### src/rtl/mem_access_unit_pkg.sv
// Shared encodings for the memory-stage load/store engine.
// Op codes, bus size codes and FSM states.
package mem_access_unit_pkg;

    localparam logic [2:0] OP_LB  = 3'd0;
    localparam logic [2:0] OP_LBU = 3'd1;
    localparam logic [2:0] OP_LH  = 3'd2;
    localparam logic [2:0] OP_LHU = 3'd3;
    localparam logic [2:0] OP_LW  = 3'd4;
    localparam logic [2:0] OP_SB  = 3'd5;
    localparam logic [2:0] OP_SH  = 3'd6;
    localparam logic [2:0] OP_SW  = 3'd7;

    localparam logic [1:0] SZ_BYTE = 2'd0;
    localparam logic [1:0] SZ_HALF = 2'd1;
    localparam logic [1:0] SZ_WORD = 2'd2;

    typedef enum logic [1:0] {
        S_IDLE = 2'd0,
        S_ADDR = 2'd1,
        S_DATA = 2'd2,
        S_DONE = 2'd3
    } state_t;

    function automatic logic is_store(input logic [2:0] op);
        return (op == OP_SB) || (op == OP_SH) || (op == OP_SW);
    endfunction

endpackage

### src/rtl/mem_align.sv
// Store lane replication, byte strobes, load extraction and
// misalignment detection for the memory stage.
module mem_align
    import mem_access_unit_pkg::*;
(
    input  logic [2:0]  op,
    input  logic [1:0]  addr_lo,
    input  logic [31:0] wdata,
    input  logic [2:0]  ld_op,
    input  logic [1:0]  ld_off,
    input  logic [31:0] rdata,
    output logic [31:0] lane_wdata,
    output logic [3:0]  wstrb,
    output logic [1:0]  size,
    output logic        misaligned,
    output logic [31:0] rdata_ext
);

    logic [7:0]  byte_sel;
    logic [15:0] half_sel;

    always_comb begin
        lane_wdata = wdata;
        wstrb      = 4'b0000;
        size       = SZ_WORD;
        misaligned = 1'b0;
        case (op)
            OP_LB, OP_LBU: size = SZ_BYTE;
            OP_LH, OP_LHU: begin
                size       = SZ_HALF;
                misaligned = addr_lo[0];
            end
            OP_SB: begin
                size       = SZ_BYTE;
                lane_wdata = {4{wdata[7:0]}};
                wstrb      = 4'b0001 << addr_lo;
            end
            OP_SH: begin
                size       = SZ_HALF;
                misaligned = addr_lo[0];
                lane_wdata = {2{wdata[15:0]}};
                wstrb      = addr_lo[1] ? 4'b1100 : 4'b0011;
            end
            OP_SW: begin
                misaligned = |addr_lo;
                wstrb      = 4'b1111;
            end
            default: misaligned = |addr_lo;
        endcase
    end

    always_comb begin
        case (ld_off)
            2'd0:    byte_sel = rdata[7:0];
            2'd1:    byte_sel = rdata[15:8];
            2'd2:    byte_sel = rdata[23:16];
            default: byte_sel = rdata[31:24];
        endcase
        half_sel = ld_off[1] ? rdata[31:16] : rdata[15:0];
        case (ld_op)
            OP_LB:   rdata_ext = {{24{byte_sel[7]}}, byte_sel};
            OP_LBU:  rdata_ext = {24'd0, byte_sel};
            OP_LH:   rdata_ext = {{16{half_sel[15]}}, half_sel};
            OP_LHU:  rdata_ext = {16'd0, half_sel};
            default: rdata_ext = rdata;
        endcase
    end

endmodule

### src/rtl/mem_access_unit.sv
// Memory-stage load/store engine: two-phase SRAM handshake,
// load extension, pipeline stall and address-error flags.
module mem_access_unit
    import mem_access_unit_pkg::*;
#(
    parameter int ADDR_W = 32
) (
    input  logic              clk,
    input  logic              rst,
    input  logic              mem_en,
    input  logic [2:0]        mem_op,
    input  logic [ADDR_W-1:0] addr,
    input  logic [ADDR_W-1:0] wdata,
    input  logic              flush_M,
    input  logic              stall_M,
    output logic              data_req,
    output logic              data_wr,
    output logic [1:0]        data_size,
    output logic [ADDR_W-1:0] data_addr,
    output logic [ADDR_W-1:0] data_wdata,
    output logic [3:0]        data_wstrb,
    input  logic              data_addr_ok,
    input  logic              data_data_ok,
    input  logic [ADDR_W-1:0] data_rdata,
    output logic [ADDR_W-1:0] rdata_out,
    output logic              mem_stall,
    output logic              adel,
    output logic              ades,
    output logic [ADDR_W-1:0] badvaddr
);

    state_t state, next_state;

    logic [2:0]        op_q;
    logic [1:0]        off_q;
    logic              cancel_q;
    logic [ADDR_W-1:0] lane_wdata;
    logic [ADDR_W-1:0] rdata_ext;
    logic [3:0]        wstrb;
    logic [1:0]        size;
    logic              misaligned;
    logic              start;
    logic              fault;
    logic              issue;
    logic              capture;
    logic              cancel_set;
    logic              cancel_clr;
    logic              req_d;

    mem_align u_align (
        .op         (mem_op),
        .addr_lo    (addr[1:0]),
        .wdata      (wdata),
        .ld_op      (op_q),
        .ld_off     (off_q),
        .rdata      (data_rdata),
        .lane_wdata (lane_wdata),
        .wstrb      (wstrb),
        .size       (size),
        .misaligned (misaligned),
        .rdata_ext  (rdata_ext)
    );

    assign fault     = mem_en & misaligned;
    assign adel      = fault & ~is_store(mem_op);
    assign ades      = fault & is_store(mem_op);
    assign badvaddr  = fault ? addr : '0;
    assign start     = mem_en & ~misaligned & ~flush_M;
    assign mem_stall = start & (state != S_DONE);

    always_ff @(posedge clk or negedge rst) begin
        if (!rst) state <= S_IDLE;
        else      state <= next_state;
    end

    always_comb begin
        next_state = state;
        unique case (state)
            S_IDLE: if (start) next_state = S_ADDR;
            S_ADDR: begin
                if (data_addr_ok)  next_state = S_DATA;
                else if (flush_M)  next_state = S_IDLE;
            end
            S_DATA: begin
                // A cancelled access still drains, but skips DONE
                if (data_data_ok)
                    next_state = (cancel_q | flush_M) ? S_IDLE : S_DONE;
            end
            S_DONE: if (flush_M | ~stall_M) next_state = S_IDLE;
        endcase
    end

    always_comb begin
        issue      = (state == S_IDLE) & start;
        capture    = (state == S_DATA) & data_data_ok & ~data_wr
                   & ~(cancel_q | flush_M);
        cancel_set = ((state == S_ADDR) & data_addr_ok & flush_M)
                   | ((state == S_DATA) & flush_M & ~data_data_ok);
        cancel_clr = (state == S_DATA) & data_data_ok;
        req_d      = (next_state == S_ADDR);
    end

    always_ff @(posedge clk or negedge rst) begin
        if (!rst) begin
            data_req   <= 1'b0;
            data_wr    <= 1'b0;
            data_size  <= '0;
            data_addr  <= '0;
            data_wdata <= '0;
            data_wstrb <= '0;
            rdata_out  <= '0;
            cancel_q   <= 1'b0;
            op_q       <= '0;
            off_q      <= '0;
        end else begin
            data_req <= req_d;
            if (issue) begin
                data_wr    <= is_store(mem_op);
                data_size  <= size;
                data_addr  <= addr;
                data_wdata <= lane_wdata;
                data_wstrb <= wstrb;
                op_q       <= mem_op;
                off_q      <= addr[1:0];
            end
            if (capture)         rdata_out <= rdata_ext;
            if (cancel_clr)      cancel_q  <= 1'b0;
            else if (cancel_set) cancel_q  <= 1'b1;
        end
    end

endmodule

### config.mk
export PLATFORM = sky130hd
export DESIGN_NAME = mem_access_unit
export DESIGN_NICKNAME = d
export VERILOG_FILES = /design/src/rtl/mem_access_unit_pkg.sv /design/src/rtl/mem_align.sv /design/src/rtl/mem_access_unit.sv
export SDC_FILE = /design/constraint.sdc
export NUM_CORES = 1
export LEC_CHECK = 0
export CORE_UTILIZATION = 25
export DETAILED_ROUTE_END_ITERATION = 16
export DONT_BUFFER_PORTS = 1
export PLACE_DENSITY_LB_ADDON = 0.05
export RECOVER_POWER = 25
export SKIP_LAST_GASP = 1
export SLEW_MARGIN = 15
export SYNTH_ARGS = -nofsm -noshare
export SYNTH_HDL_FRONTEND = slang
export SYNTH_SLANG_ARGS = --single-unit
### constraint.sdc
create_clock -name clk -period 3.2 [get_ports clk]
set_input_delay 0.96 -clock clk [delete_from_list [all_inputs] [get_ports clk]]
set_output_delay 0.96 -clock clk [all_outputs]
set_load 0.01 [all_outputs]
==> run summary <==
POWER AND IR DROP
------------------------------------------------------------------------------------------------------
Part of the total power dissipated in sequential elements                                        54.6%
Worst VDD drop                                                                                329.7 µV
Clock Power Share                                                                                21.5%
Net switching fraction of the power                                                             38.29%
Power per cell area                                                                       841.2 nW/µm²
Internal power contribution                                                                   3.209 mW
Static leakage                                                                                2.719 nW
Fraction of power consumed by combinational cells                                                23.9%
Switch Pwr                                                                                    1.991 mW

SYNTHESIS
------------------------------------------------------------------------------------------------------
Mapped Nets                                                                                        607
Seq/Total Area, Yosys                                                                           48.67%
Number of synthesized flops with an enable pin                                                       0
Total standard cell area after synthesis                                                      5655 µm²
Syn Inst Count                                                                                     501
Synth Flop Type                                                                                dfrtp_1
Share of synthesized registers carrying an async set or reset                                   100.0%
Top-area cell type share of the netlist area                                                    48.67%
Synthesis-stage register bit count                                                                 110
Synthesized area divided by synthesized cell count                                           11.29 µm²
Post-synth top area cell                                                                       dfrtp_1
Unique masters post-synth                                                                           43
Leading post-synthesis cells by cell area                                                 dfrtp_1, mux2_2, and2_1
Yosys warning count                                                                                  0

TIMING
------------------------------------------------------------------------------------------------------
Final critical-path share of the clock period                                                   92.55%
Tightest Pin Transition                                                                      0.7142 ns
Setup TNS                                                                                         0 ns
Smallest hold slack                                                                          0.2881 ns
Endpoints failing setup                                                                              0
Post-route minimum period                                                                     2.962 ns
Max Transition Viols Final                                                                           0
Final Hold Vio Count                                                                                 0
Maximum operating frequency                                                                  337.7 MHz
Setup repair after global routing missed its margin                                              false
Setup clock skew after layout                                                              0.008361 ns
Max-slew headroom at the worst pin                                                              52.39%

ROUTE
------------------------------------------------------------------------------------------------------
Violation count after the first detailed-route iteration                                           130
Total via count after detailed routing                                                            3729
Iteration count of the initial detailed-routing pass                                                10
Number of antenna-violating nets in the routed design                                                0
Routed wire length                                                                            16.13 mm
DR WL/cell                                                                                    20.84 µm
DR vias/cell                                                                                     4.818
DR DRC count                                                                                        12

CLOCK NETWORK
------------------------------------------------------------------------------------------------------
CTS buffer count                                                                                     9
CTS tree                                                                                          done
Count of cells resized by post-cts repair                                                            0
Clock tree buffer depth                                                                              2
Hold_buf cts                                                                                         0
Clock latency at the later pin of the worst-skew pair                                          0.36 ns
H-tree Lvls                                                                                          3
Clock transition at the register clock pins on the worst setup and hold paths after CTS        0.08 ns
Cell chosen for the clock root                                                               clkbuf_16
Num Clock Sinks                                                                                    110
Setup Buffers After CTS                                                                              0

GLOBAL ROUTING
------------------------------------------------------------------------------------------------------
Antenna violations before repair                                                                     0
Global-route usage over all layers                                                              14.12%
Maximum number of pins on one net before global-route repair                                       111
Global-route wire length before repair                                                        25.06 mm
Vias in the first global route                                                                    3961
Global route total overflow                                                                          0

PLACED DESIGN
------------------------------------------------------------------------------------------------------
Placed wire-length estimate after detailed placement                                          11.38 mm
Number of buffer cells added on primary ports                                                        0
Global placement routability congestion                                                         0.7191
Count of placed standard cells including taps                                                      758

FINAL LAYOUT
------------------------------------------------------------------------------------------------------
Synth-to-layout area growth                                                                     9.314%
Non-filler cells, final                                                                            774
Number of antenna repair diodes                                                                      0
Fraction of layout instances using a drive strength above 1                                     24.29%
Fill count                                                                                        2267
Nets                                                                                               595

SETUP PATH
------------------------------------------------------------------------------------------------------
Reg2Reg Setup Slack                                                                            1.04 ns
Crit path buf inv count                                                                              2
Maximum cell stage delay along the critical path                                               0.23 ns
Crit path cell chain                                                                      and2b_1 > o2bb2ai_4 > nor3b_4 > buf_12 > nor2b_1 > buf_4
Critical path startpoint                                                                     mem_op[0]
Worst setup SP type                                                                       primary input
Length in cells of the worst reg-to-reg path                                                         4
Launching point of the worst reg2reg path                                                     state[0]
Setup CP Type                                                                                in -> out
Worst reg2reg path endpoint                                                               rdata_out[16]
Crit. path cell count                                                                                6
Critical Path End                                                                                 adel
Critical path fanouts, max                                                                          34
Cell family with most CP delay                                                            simple AND/OR/NAND/NOR gates
Endpoint class of the critical path                                                         output pin
Worst path arrival time                                                                        2.00 ns
Required time of the worst setup path                                                          2.24 ns
Library cell contributing the largest single delay on the critical path                        and2b_1

STATUS
------------------------------------------------------------------------------------------------------
Violated checks                                                                           design-rule violations
Outcome                                                                                   complete, but fails checks

FLOORPLAN
------------------------------------------------------------------------------------------------------
Height of the die                                                                             152.4 µm
Floorplan die width                                                                           152.4 µm
Boundary pin count                                                                                 245
Initial core utilization                                                                        25.68%
Rows                                                                                                54
Die Footprint                                                                                23230 µm²
Core footprint                                                                               22030 µm²

JOB
------------------------------------------------------------------------------------------------------
Max capacitance violation total                                                                      0

HOLD PATH
------------------------------------------------------------------------------------------------------
Hold WC Path Type                                                                          in -> async

==> area by class of cell <==
type | instances | area (µm²) | area share [%]
timing repair buffer | 10 | 100.1 | 1.619
clock buffer | 9 | 225.2 | 3.643
sequential | 110 | 2753 | 44.53
tap | 280 | 350.3 | 5.667
clock inverter | 7 | 56.30 | 0.9107
inverter | 16 | 60.06 | 0.9715
multi-input combinational | 342 | 2638 | 42.66
==> power by group through the flow <==
stage / clock (mW) / sequential [mW] / combinational (mW)
global placement: 0 / 2.88 / 1.25
detailed placement: 0 / 2.88 / 1.27
finish: 1.12 / 2.84 / 1.25
floorplan: 0 / 2.62 / 1.11
global route: 1.23 / 2.94 / 1.40
CTS: 1.17 / 2.86 / 1.27
==> registers in the layout, summed over array words and instances (netlist names) <==
| name | flops |
|---|---|
| cancel_q | 1 |
| data_wdata | 32 |
| state | 2 |
| data_wr | 1 |
| op_q | 3 |
| data_addr | 32 |
| data_req | 1 |
| data_size | 2 |
| rdata_out | 32 |
| data_wstrb | 4 |
==> metal layers <==
metal	GRT usage [%]	up-vias	share of wire, %
li1	-	1723	-
met1	16.92	1835	40
met2	22.95	159	48
met3	5.575	12	11
met4	4.859	0	1.3
met5	0	-	0
==> cell usage in the layout (no fill, tap or decap), types with 2 or more instances in the layout <==
master,count
dfrtp_1,110
nand3b_1,2
clkbuf_16,9
o21ai_0,24
nand2_1,40
mux2_1,10
a21boi_0,3
clkinv_4,2
a21oi_1,29
mux2_4,8
nor2b_1,17
nand3_1,5
a221oi_2,3
a22o_1,2
buf_12,2
a21o_1,11
and2_1,33
inv_1,16
mux2i_1,12
buf_4,8
a22oi_1,8
a221oi_1,12
inv_6,2
nor2_1,26
nand2b_1,7
clkinv_2,2
mux2_2,74
==> worst min-delay path by stage <==
stage,slack [ns],startpoint,to
3_5_place_dp,0.54,rdata_out[2],rdata_out[2]
5_1_grt,0.27,rst,data_req
2_1_floorplan,0.50,op_q[0],op_q[0]
3_3_place_gp,0.53,rdata_out[3],rdata_out[3]
6_report,0.29,rst,data_req
4_1_cts,0.27,rst,data_wdata[13]
==> cells by family after synthesis <==
kind of cell / count (synthesis) / share of synthesized area (%)
simple gates: 137 / 12.57
buf+inv: 49 / 4.956
compound gates: 99 / 12.28
mux: 105 / 21.37
flops: 110 / 48.67
xor+xnor: 1 / 0.1549
==> per-stage QoR <==
step / util, % / power (mW) / area (µm²) / worst slack [ns]
after floorplan: - / 3.722 / 5655 / 0.1366
after global placement: 26.79 / 4.132 / 5901 / 0.1856
after detailed placement: 26.79 / 4.150 / 5901 / 0.1825
after CTS: 28.07 / 5.307 / 6182 / 0.1766
after global routing: 28.07 / 5.566 / 6182 / 0.1272
final: 28.07 / 5.200 / 6182 / 0.2385
==> synthesized netlist by cell type, types with 2 or more instances <==
library cell	number
a21boi_0	3
a21o_1	11
a21oi_1	29
a221oi_1	12
a221oi_2	3
a22o_1	2
a22oi_1	8
and2_1	33
buf_2	8
buf_4	3
buf_6	4
buf_8	4
clkbuf_1	13
dfrtp_1	110
inv_1	16
mux2_1	10
mux2_2	74
mux2_4	8
mux2i_1	12
nand2_1	40
nand2b_1	7
nand3_1	5
nand3b_1	2
nor2_1	26
nor2b_1	17
o21ai_0	24
Note: power is estimated with default switching activity, not from simulation.
